===== config.mk =====
export PLATFORM = sky130hd
export DESIGN_NAME = uart_rx_cfg
export DESIGN_NICKNAME = d
export VERILOG_FILES = /design/src/rtl/uart_rx_cfg.sv
export SDC_FILE = /design/constraint.sdc
export NUM_CORES = 1
export LEC_CHECK = 0
export BUFFER_PORTS_ARGS = -buffer_cell sky130_fd_sc_hd__buf_2
export CORE_MARGIN = 2
export CORE_UTILIZATION = 31
export CTS_BUF_LIST = sky130_fd_sc_hd__clkbuf_16
export DETAILED_ROUTE_END_ITERATION = 6
export SLEW_MARGIN = 20
export SYNTH_ARGS = -nofsm -noshare
export SYNTH_HDL_FRONTEND = slang
export SYNTH_SLANG_ARGS = --single-unit
export TNS_END_PERCENT = 5

===== constraint.sdc =====
create_clock -name clk -period 1.86 [get_ports clk]
set_clock_uncertainty 0.1 [all_clocks]
set_input_delay 0.372 -clock clk [delete_from_list [all_inputs] [get_ports clk]]
set_output_delay 0.372 -clock clk [all_outputs]
set_load 0.005 [all_outputs]

===== src/rtl/uart_rx_cfg.sv =====
// Oversampling UART receiver with configurable data width and stop length,
// framing/break/glitch handling. Optional parity checking via `UART_RX_PARITY_EN.
module uart_rx_cfg #(
    parameter int DBIT    = 8,
    parameter int OVS     = 16,
    parameter int SB_TICK = 16
) (
    input  logic            clk,
    input  logic            reset_n,
    input  logic            s_tick,
    input  logic            rx,
    input  logic            parity_odd,
    output logic [DBIT-1:0] rx_dataOut,
    output logic            rx_doneTick,
    output logic            frame_err,
    output logic            parity_err,
    output logic            break_det,
    output logic            busy
);

    localparam int CMAX = (OVS > SB_TICK) ? OVS : SB_TICK;
    localparam int SW   = $clog2(CMAX);
    localparam int NW   = $clog2(DBIT);

    localparam logic [SW-1:0] HALF_LAST = SW'(OVS / 2 - 1);
    localparam logic [SW-1:0] BIT_LAST  = SW'(OVS - 1);
    localparam logic [SW-1:0] STOP_LAST = SW'(SB_TICK - 1);
    localparam logic [NW-1:0] N_LAST    = NW'(DBIT - 1);

    typedef enum logic [2:0] {IDLE, START, DATA, PARITY, STOP, BRK_WAIT} state_t;

    state_t            state_q, state_d;
    logic              rx_meta_q, rx_s_q;
    logic [SW-1:0]     s_cnt_q, s_cnt_d;
    logic [NW-1:0]     n_q, n_d;
    logic [DBIT-1:0]   b_q, b_d;
    logic [DBIT-1:0]   data_q, data_d;
    logic              done_q, done_d;
    logic              frame_err_q, frame_err_d;
    logic              break_q, break_d;
    logic              busy_q, busy_d;
    logic              p_v;
    logic              brk_now;

`ifdef UART_RX_PARITY_EN
    logic              p_q, p_d;
    logic              parity_err_q, parity_err_d;
    assign p_v = p_q;
`else
    logic              unused_parity_odd;
    assign unused_parity_odd = parity_odd;
    assign p_v = 1'b0;
`endif

    // A stop bit sampled low over an all-zero word (and zero parity) is a break.
    assign brk_now = ~rx_s_q & (b_q == '0) & ~p_v;

    always_comb begin
        state_d     = state_q;
        s_cnt_d     = s_cnt_q;
        n_d         = n_q;
        b_d         = b_q;
        data_d      = data_q;
        done_d      = 1'b0;
        frame_err_d = frame_err_q;
        break_d     = break_q;
`ifdef UART_RX_PARITY_EN
        p_d          = p_q;
        parity_err_d = parity_err_q;
`endif
        case (state_q)
            IDLE: begin
                if (!rx_s_q) begin
                    state_d = START;
                    s_cnt_d = '0;
                end
            end
            START: begin
                if (s_tick) begin
                    if (s_cnt_q == HALF_LAST) begin
                        if (!rx_s_q) begin
                            state_d = DATA;
                            s_cnt_d = '0;
                            n_d     = '0;
                        end else begin
                            state_d = IDLE;
                        end
                    end else begin
                        s_cnt_d = s_cnt_q + SW'(1);
                    end
                end
            end
            DATA: begin
                if (s_tick) begin
                    if (s_cnt_q == BIT_LAST) begin
                        s_cnt_d = '0;
                        b_d     = {rx_s_q, b_q[DBIT-1:1]};
                        if (n_q == N_LAST) begin
`ifdef UART_RX_PARITY_EN
                            state_d = PARITY;
`else
                            state_d = STOP;
`endif
                        end else begin
                            n_d = n_q + NW'(1);
                        end
                    end else begin
                        s_cnt_d = s_cnt_q + SW'(1);
                    end
                end
            end
`ifdef UART_RX_PARITY_EN
            PARITY: begin
                if (s_tick) begin
                    if (s_cnt_q == BIT_LAST) begin
                        p_d     = rx_s_q;
                        s_cnt_d = '0;
                        state_d = STOP;
                    end else begin
                        s_cnt_d = s_cnt_q + SW'(1);
                    end
                end
            end
`endif
            STOP: begin
                if (s_tick) begin
                    if (s_cnt_q == STOP_LAST) begin
                        data_d      = b_q;
                        frame_err_d = ~rx_s_q;
                        break_d     = brk_now;
                        done_d      = 1'b1;
`ifdef UART_RX_PARITY_EN
                        parity_err_d = ((^b_q) ^ p_q) != parity_odd;
`endif
                        state_d = brk_now ? BRK_WAIT : IDLE;
                    end else begin
                        s_cnt_d = s_cnt_q + SW'(1);
                    end
                end
            end
            BRK_WAIT: begin
                if (rx_s_q) begin
                    state_d = IDLE;
                end
            end
            default: state_d = IDLE;
        endcase
        busy_d = (state_d != IDLE);
    end

    always_ff @(posedge clk or negedge reset_n) begin
        if (!reset_n) begin
            rx_meta_q   <= 1'b1;
            rx_s_q      <= 1'b1;
            state_q     <= IDLE;
            s_cnt_q     <= '0;
            n_q         <= '0;
            b_q         <= '0;
            data_q      <= '0;
            done_q      <= 1'b0;
            frame_err_q <= 1'b0;
            break_q     <= 1'b0;
            busy_q      <= 1'b0;
`ifdef UART_RX_PARITY_EN
            p_q          <= 1'b0;
            parity_err_q <= 1'b0;
`endif
        end else begin
            rx_meta_q   <= rx;
            rx_s_q      <= rx_meta_q;
            state_q     <= state_d;
            s_cnt_q     <= s_cnt_d;
            n_q         <= n_d;
            b_q         <= b_d;
            data_q      <= data_d;
            done_q      <= done_d;
            frame_err_q <= frame_err_d;
            break_q     <= break_d;
            busy_q      <= busy_d;
`ifdef UART_RX_PARITY_EN
            p_q          <= p_d;
            parity_err_q <= parity_err_d;
`endif
        end
    end

    assign rx_dataOut  = data_q;
    assign rx_doneTick = done_q;
    assign frame_err   = frame_err_q;
    assign break_det   = break_q;
    assign busy        = busy_q;
`ifdef UART_RX_PARITY_EN
    assign parity_err  = parity_err_q;
`else
    assign parity_err  = 1'b0;
`endif

endmodule


==> results.md <==
* Status: complete, no violations
* Cell Chain, Critical Path: ha_1 -> ha_1 -> nand2b_1 -> a221oi_4 -> mux2_1
* Worst-Skew Late Latency at 0.27 ns
* Gate count of the mapped netlist at 150
* Antenna Diode Count at 0
* Fmax at 0.561 GHz
* Worst path arrival time at 1.83 ns
* CP max stage delay at 0.39 ns
* Most frequent cells after synthesis: nand2_1 (32), dfrtp_1 (30), mux2_2 (8), nor2_1 (8)
* Critical path class: flip-flop to flip-flop
* Area of the multi-input gates at 718 um^2
* DP Wirelength at 2170 um
* Final Cell Area at 1970 um^2
* Number of global-route vias before repair at 1085
* YS warnings at 0
* Initial antenna violation count at 0
* Smallest hold slack at 0.0459 ns
* Leak at 0.951 nW
* Seq/Total Area, Yosys at 51.8%
* Fin crit share at 95.8%
* Synthesized area per cell at 10.3 um^2
* RD Place Congestion at 0.738
* Synth async-reset ratio at 100%
* CP delay by family, top: adder cells
* Die footprint at 5590 um^2
* Slowest-stage cell, CP: dfrtp_1
* Seq cells post-synth at 32
* Worst setup EP type: flip-flop
* CP Launch Type: flip-flop
* Global route overflow at 0
* Num Clock Sinks at 32
* Routed length on met3 at 142 um
* All-layer global routing usage at 12.6%
* EDFF count, synth at 0
* Placement Rows at 25
* Core Area at 4790 um^2
* R2R Setup Slk at 0.08 ns
* Main synth FF type: dfrtp_1
* Initial drt markers at 84
* Tmin final at 1.78 ns
* Peak supply drop at 0.778 mV
* Vias per cell at 4.70
* Crit path buffers/inverters at 0
* FILL cells at 460
* Starting Density at 32.4%
* Io pins at 18
* Layout Nets at 187
* Final setup TNS at 0 ns
* Most common cell in the netlist: nand2_1
* Most used cell, CP: ha_1
* Synth area leader: dfrtp_1
* Synth top area share at 48.4%
* Max FO, Critical Path at 3
* Post-synth cell types at 49
* Total area of sequential cells at 805 um^2
* P&R area growth vs syn at 26.8%
* Syn Nets at 158
* Power Density at 1110 nW/um^2
* Least-Margin Pin Slew at 0.707 ns
* Slew Limit Fails at 0
* Vias at 1161
* Num CTS Buffers at 5
* Final hold viol count at 0
* Wire length per cell at 12.5 um
* CTS clk-pin slew, worst paths at 0.05 ns
* Synth top area cells: dfrtp_1 (48%), nand2_1 (7.7%), mux2_2 (5.8%), dfstp_2 (3.4%), ha_1 (2.4%)
* DRC at 0
* Clock Tree Root: clkbuf_16
* First-pass GRT wire length at 5250 um
* Clk buf depth at 2
* Antenna Nets Post-Route at 0
* Cell area after synthesis at 1550 um^2
* Max_cap viols at 0
* CTS Hold Buffers Added at 0
* PortBufs at 15
* H-Tree Depth at 2
* DP Area at 1770 um^2
* Top routing layer used: met4
* Layout cells sized above 1 at 31.7%
* CTS tree: yes
* Max_slew headroom at 52.9%
* Metal-1 WL at 1590 um
* RSZ-0062 raised after global routing: true
* Worst hold path class: input pin to asynchronous set/reset pin
* Die Wd at 74.7 um
* Die Height at 74.7 um
* Post-Route WL at 3100 um
* Final setup fails at 0
* Routed wire length on met2 at 1320 um
* Critical path data required time at 1.91 ns
* Largest net degree at the start of global routing at 33
* 1st-pass router iterations at 4
==> worst paths after layout <==
kind | startpoint | end | cells past startpoint
hold reg to reg | rx_meta_q | rx_s_q | 0
setup / recovery | n_q[0] | n_q[0] | 5
min in group clk | rx | rx_meta_q | 1
hold / removal | reset_n | rx_doneTick | 1
setup reg to reg | n_q[0] | n_q[0] | 5
max in group asynchronous | reset_n | state_q[2] | 1
==> state kept, by name, summed over array words and instances (netlist names) <==
| signal | cells |
|---|---|
| s_cnt_q | 4 |
| rx_dataOut | 8 |
| b_q | 8 |
| state_q | 3 |
| rx_doneTick | 1 |
| frame_err | 1 |
| break_det | 1 |
| rx_s_q | 1 |
| rx_meta_q | 1 |
| n_q | 3 |
| busy | 1 |
==> stage by stage <==
| step | power (W) | worst slack, ns | std cells | util [%] |
|---|---|---|---|---|
| 2_1_floorplan | 0.00112 | 0.0614 | 150 | - |
| 3_5_place_dp | 0.00124 | -0.105 | 238 | 36.9 |
| 3_3_place_gp | 0.00124 | -0.0687 | 238 | 36.9 |
| 6_report | 0.00218 | 0.0790 | 247 | 41.1 |
| 4_1_cts | 0.00216 | 0.0186 | 246 | 40.4 |
| 5_1_grt | 0.00229 | -0.0212 | 247 | 41.1 |
==> placed cells by master, fill, tap and decap left out, types with 2 or more instances in the layout <==
cell type	n
inv_1	3
and3_1	2
mux2_2	8
nor2_1	8
buf_4	14
o311ai_0	2
nor4_1	2
a21oi_1	2
mux2i_1	2
nand3_1	3
dfrtp_1	29
xor2_1	2
nand2b_1	2
buf_2	15
or3_1	2
nand4_1	2
o32ai_1	2
nand2_1	32
dfstp_2	2
clkbuf_16	5
a21boi_0	2
ha_1	2
o21ai_0	2
nor3_1	4
clkinv_2	2
==> layer usage <==
layer / up-vias / global-route usage, %
li1: 588 / -
met1: 546 / 18.6
met2: 22 / 16.9
met3: 5 / 3.61
met4: 0 / 5.36
met5: - / 0
==> cells by family after synthesis <==
kind of cell,count (synthesis),synth area share [%]
DFF,32,51.8
adders and majority gates,3,2.42
xor gates and xnor gates,2,1.13
other,1,0.242
AOI/OAI and AO/OA,23,12.4
muxes,11,7.82
buffers and inverters,11,3.63
and+or+nand+nor,67,20.6
==> power breakdown <==
group / switching (W) / total [W] / internal [W]
sequential: 0.0000911 / 0.000868 / 0.000777
clock: 0.000276 / 0.000898 / 0.000623
combinational: 0.000201 / 0.000413 / 0.000213
total: 0.000567 / 0.00218 / 0.00161
==> area by class of cell <==
type	count	area share, %
well taps	67	4.26
flip-flops and latches	32	40.9
repair buffers	29	9.16
multi-input cells	107	36.5
inverters	4	0.827
clock inverters	3	1.97
clock buffers	5	6.36
==> repair_timing <==
action / CTS / global route
pin swaps: 0 / 1
cloned: 0 / 0
endpoints found under the setup margin: 10 / 10
setup buffers: 0 / 1
resized for setup: 2 / 5
Note: power is estimated with default switching activity, not from simulation.
